--- src/rtl/fp_accum_seq.sv ---
// Sequential FP32 accumulator: one term per cycle, final sum on a valid/ready port.
// Optional output ReLU via `define FP_ACCUM_RELU_EN.
module fp_add (
  input  logic [31:0] i_a,
  input  logic [31:0] i_b,
  output logic [31:0] o_y
);
  logic [31:0]       w_l;
  logic [31:0]       w_s;
  logic [7:0]        w_d;
  logic [4:0]        w_dc;
  logic [4:0]        w_lz;
  logic [53:0]       w_sh;
  logic [26:0]       w_ml;
  logic [26:0]       w_ms;
  logic [26:0]       w_n;
  logic [27:0]       w_sum;
  logic [24:0]       w_m;
  logic signed [9:0] w_e;
  logic              w_rnd;

  // Normal operands only; caller filters exponent==0.
  always_comb begin
    w_l  = (i_b[30:0] > i_a[30:0]) ? i_b : i_a;
    w_s  = (i_b[30:0] > i_a[30:0]) ? i_a : i_b;
    w_d  = w_l[30:23] - w_s[30:23];
    w_dc = (w_d > 8'd31) ? 5'd31 : w_d[4:0];
    w_sh = {1'b1, w_s[22:0], 30'd0} >> w_dc;
    w_ms = {w_sh[53:28], w_sh[27] | (|w_sh[26:0])};
    w_ml = {1'b1, w_l[22:0], 3'd0};
    if (w_l[31] ^ w_s[31])
      w_sum = {1'b0, w_ml} - {1'b0, w_ms};
    else
      w_sum = {1'b0, w_ml} + {1'b0, w_ms};
    w_lz = 5'd0;
    for (int i = 0; i < 27; i++)
      if (w_sum[i]) w_lz = 5'(26 - i);
    w_e = signed'({2'b00, w_l[30:23]});
    if (w_sum[27]) begin
      w_n = {w_sum[27:2], w_sum[1] | w_sum[0]};
      w_e = w_e + 10'sd1;
    end else begin
      w_n = w_sum[26:0] << w_lz;
      w_e = w_e - signed'({5'd0, w_lz});
    end
    // Round to nearest, ties to even
    w_rnd = w_n[2] & (w_n[3] | w_n[1] | w_n[0]);
    w_m   = {1'b0, w_n[26:3]} + {24'd0, w_rnd};
    if (w_m[24]) w_e = w_e + 10'sd1;
    if (w_sum == 28'd0 || w_e <= 10'sd0)
      o_y = 32'h0;
    else if (w_e >= 10'sd255)
      o_y = {w_l[31], 8'hFF, 23'd0};
    else
      o_y = {w_l[31], w_e[7:0], w_m[24] ? w_m[23:1] : w_m[22:0]};
  end
endmodule

module fp_accum_seq #(
  parameter int CNT_W = 10
) (
  input  logic             clk,
  input  logic             rst,
  input  logic             start,
  input  logic [CNT_W-1:0] len,
  input  logic             in_valid,
  input  logic [31:0]      in_data,
  output logic             in_ready,
  output logic             sum_valid,
  output logic [31:0]      sum_data,
  input  logic             sum_ready,
  output logic             busy
);
  typedef enum logic [1:0] {IDLE, ACCUM, DONE} state_t;

  state_t           r_state;
  logic [31:0]      r_acc;
  logic [CNT_W-1:0] r_rem;
  logic [31:0]      w_add;
  logic [31:0]      w_next;
  logic [31:0]      w_out;

  fp_add u_add (
    .i_a (r_acc),
    .i_b (in_data),
    .o_y (w_add)
  );

  // Zero/denormal terms are consumed but not added; zero acc passes the term through.
  assign w_next = (in_data[30:23] == 8'd0) ? r_acc :
                  (r_acc[30:23] == 8'd0)   ? in_data : w_add;

`ifdef FP_ACCUM_RELU_EN
  assign w_out = w_next[31] ? 32'h0 : w_next;
`else
  assign w_out = w_next;
`endif

  always_ff @(posedge clk or posedge rst) begin
    if (rst) begin
      r_state   <= IDLE;
      r_acc     <= 32'h0;
      r_rem     <= '0;
      in_ready  <= 1'b0;
      sum_valid <= 1'b0;
      sum_data  <= 32'h0;
      busy      <= 1'b0;
    end else begin
      case (r_state)
        IDLE: if (start) begin
          r_rem <= len;
          r_acc <= 32'h0;
          busy  <= 1'b1;
          if (len != '0) begin
            r_state  <= ACCUM;
            in_ready <= 1'b1;
          end else begin
            r_state   <= DONE;
            sum_valid <= 1'b1;
            sum_data  <= 32'h0;
          end
        end
        ACCUM: if (in_valid) begin
          r_acc <= w_next;
          r_rem <= r_rem - 1'b1;
          if (r_rem == CNT_W'(1)) begin
            r_state   <= DONE;
            in_ready  <= 1'b0;
            sum_valid <= 1'b1;
            sum_data  <= w_out;
          end
        end
        DONE: if (sum_ready) begin
          r_state   <= IDLE;
          sum_valid <= 1'b0;
          busy      <= 1'b0;
        end
        default: r_state <= IDLE;
      endcase
    end
  end
endmodule

--- config.mk ---
export PLATFORM = sky130hd
export DESIGN_NAME = fp_accum_seq
export DESIGN_NICKNAME = d
export VERILOG_FILES = /design/src/rtl/fp_accum_seq.sv
export SDC_FILE = /design/constraint.sdc
export NUM_CORES = 1
export LEC_CHECK = 0
export ABC_AREA = 0
export CORE_ASPECT_RATIO = 0.8
export CORE_MARGIN = 1
export CORE_UTILIZATION = 42
export DETAILED_ROUTE_END_ITERATION = 16
export PLACE_DENSITY_LB_ADDON = 0.12
export SYNTH_ARGS = -nofsm -noshare
export SYNTH_HDL_FRONTEND = slang
export SYNTH_HIERARCHICAL = 1
export SYNTH_SLANG_ARGS = --single-unit
--- constraint.sdc ---
create_clock -name clk -period 37.2 [get_ports clk]
set_input_delay 5.58 -clock clk [delete_from_list [all_inputs] [get_ports clk]]
set_output_delay 5.58 -clock clk [all_outputs]
set_load 0.03 [all_outputs]
==> impl_metrics.yaml <==
status:
  status: "complete, no violations"
clock_tree:
  clkTransAtPathRegs_ps: 60
  cts_resized: 0
  cts.sinks: 79
  cts_setup_buffers: 0
  cts_root_buf: "clkbuf_16"
  clk_latency_ps: 340
  cts_made_buffers: 9
  cts_tree: "yes"
  ctsHoldBuffers: 0
  cts_max_level: 3
  cts_buffer_depth: 2
layout:
  nNetsFinal: 2497
  drive_gt1_share_pct: 6.780
  utilization_pct: 46.55
  area_delta_synth_final_pct: 8.593
  diodes: 0
yosys:
  yosys_warnings: 6
  synth_flop_cell: "dfrtp_1"
  synthCells: 2389
  synthArstFlopShare_pct: 100.0
  synth_cell_types: 115
  avgSynthCellArea_um2: 6.912
  ys_seq_area_share_pct: 11.97
  netlist_area_mm2: 0.01651
  synth_edf_count: 0
  synth_fp_nets: 2531
  ys_ff_latch: 79
placement:
  io_buffers: 81
  routabilityCongestion: 1.064
  dp_hpwl_mm: 62.14
worst_setup_path:
  cp.required_ps: 37470
  endpoint_kind: "flip-flop"
  slowest_stage: "xnor2_1"
  critPathMaxFanout: 48
  cp.arrival_ps: 23120
  crit_path_max_incr_delay_ps: 800
  cpMostUsedCell: "o21ai_0"
  startpoint_type: "input port"
  worstSetupPathType: "input port to flip-flop"
sta:
  fin_crit_ps: 22850
  setup_viol: 0
  slew_viol_final: 0
  hold_viol: 0
  finalCritPeriodShare_pct: 61.41
  tightest_slew_ps: 1230
  max_freq_mhz: 43.77
  max-slew-margin-rel_pct: 17.29
  fin_tns_setup_ps: 0
  rsz0062_at_grt: "no"
  finalClockSkew_ps: 8.271
  holdWs_ps: 510.8
run:
  cap_violations: 0
route:
  dr.pass1.iters: 7
  routed-via-count: 20290
  drt-total-wl_mm: 78.85
  drc_errors: 0
  drt_iter0_markers: 3236
  routedWlPerCell_um: 27.30
  ant_nets: 0
  via_per_inst: 7.026
global_routing:
  overflow: 0
  grt_pass1_wl_mm: 116.8
  grt_pass1_vias: 18030
  grt_usage_pct: 38.25
  grt_start_max_net_pins: 80
  antenna_found_initial: 0
floorplanning:
  core_mm2: 0.03852
  rows: 64
  initial_core_util_pct: 42.87
  die_h_um: 179.3
  die-area_mm2: 0.04012
  die_w_um: 223.7
  ioPinCount: 82
hold_path:
  min_path_type: "flip-flop to flip-flop"
## per-layer routing
layer | routed length, um | global-route usage (%) | part of all wire, % | vias to the layer above
li1 | - | - | - | 9047
met5 | 0 | 0 | 0 | -
met3 | 9076 | 8.316 | 12 | 196
met4 | 2800 | 11.64 | 3.6 | 0
met2 | 32180 | 55.72 | 41 | 1320
met1 | 34800 | 55.70 | 44 | 9729
## sequential cells by signal, indices dropped and copies added (netlist names)
name       count
r_acc         32
sum_data      32
r_rem         10
r_state        2
busy           1
in_ready       1
sum_valid      1
## cell families (layout without fill, tap and decap cells)
| kind of cell | count (synthesis) | count (layout) | synth area share [%] |
|---|---|---|---|
| muxes | 48 | 48 | 3.455 |
| adders and majority gates | 95 | 95 | 7.290 |
| DFF | 79 | 79 | 11.97 |
| and+or+nand+nor | 904 | 904 | 27.95 |
| xor gates and xnor gates | 63 | 63 | 3.342 |
| AOI/OAI and AO/OA | 915 | 915 | 38.70 |
| buffers and inverters | 285 | 256 | 7.297 |
## synth_stat cells, types with 9 or more instances
library cell	n	area share, %
o21a_1	22	1.0
mux2i_1	33	2.0
or2_2	12	0.45
a211o_1	16	0.85
and2_1	24	0.91
nor3_1	127	3.8
nand2_1	227	5.2
nand2b_1	24	0.91
ha_1	93	7.0
a2111oi_0	10	0.53
o211ai_1	33	1.5
or4_1	12	0.55
buf_1	11	0.25
o2111ai_1	10	0.53
o21ai_0	170	5.2
nor4_1	32	1.2
clkbuf_1	100	2.3
nor2_1	198	4.5
buf_6	10	0.68
or3_1	13	0.49
a21oi_1	211	6.4
a211oi_1	28	1.3
a21o_1	33	1.5
nand4_1	26	0.99
buf_2	37	1.1
o221ai_1	14	0.74
a22oi_1	17	0.77
a31oi_1	62	2.3
o21bai_1	14	0.64
o22ai_1	22	0.83
and3_1	24	0.91
nor4_2	11	0.83
dfrtp_1	79	12
inv_1	116	2.6
nand3_1	102	3.1
a22o_1	69	3.7
a2bb2oi_1	11	0.58
xor2_1	19	1.0
mux2_2	9	0.61
xnor2_1	44	2.3
nor2b_1	17	0.64
o31ai_1	17	0.77
a221oi_1	11	0.58
## path summary, 6_finish.rpt
kind | from | to | slack [ps] | cells after the start
max in group asynchronous | rst | r_acc[21]$_DFFE_PP0P_ | 30660 | 3
worst max register to register | r_acc[25]$_DFFE_PP0P_ | sum_data[12]$_DFFE_PP0P_ | 19550 | 57
worst min-delay path | sum_data[26]$_DFFE_PP0P_ | sum_data[26]$_DFFE_PP0P_ | 510 | 1
min in group asynchronous | rst | busy$_DFFE_PP0P_ | 5880 | 3
worst min register to register | sum_data[26]$_DFFE_PP0P_ | sum_data[26]$_DFFE_PP0P_ | 510 | 1
worst max-delay path | in_data[23] | sum_data[12]$_DFFE_PP0P_ | 14360 | 58
## layout by cell type, fill, tap and decap left out, types with 69 or more instances in the layout
| cell | count |
|---|---|
| a21oi_1 | 211 |
| a22o_1 | 69 |
| clkdlybuf4s50_1 | 81 |
| dfrtp_1 | 79 |
| ha_1 | 93 |
| inv_1 | 115 |
| nand2_1 | 227 |
| nand3_1 | 102 |
| nor2_1 | 196 |
| nor3_1 | 127 |
| o21ai_0 | 170 |
## cell type report
class	instances	area [um^2]
clock buffers	13	260.3
clock inverters	3	65.06
fillers	3987	20590
inverters	122	459.2
multi-input cells	2025	13420
flip-flops and latches	79	1977
well taps	528	660.6
repair buffers	118	1089
## metrics by stage
step | std cells | cell area (um^2) | worst slack (ps)
6_report | 2888 | 17930 | 14360
4_1_cts | 2888 | 17930 | 14940
2_1_floorplan | 2389 | 16510 | 18310
3_5_place_dp | 2872 | 17610 | 14630
3_3_place_gp | 2872 | 17600 | 14970
5_1_grt | 2888 | 17930 | 13190
## critical path, delay by kind of cell
| kind | cells | cell delay (ps) |
|---|---|---|
| AO/OA/AOI/OAI | 26 | 6150 |
| XOR/XNOR | 3 | 1420 |
| adder cells (fa/ha/maj) | 4 | 1380 |
| buffers and inverters | 4 | 1800 |
| multiplexers | 3 | 1110 |
| AND/OR/NAND/NOR | 18 | 5600 |
Power is not shown: default switching activity piles up to over one toggle a cycle in this logic, so the estimate is an artifact.
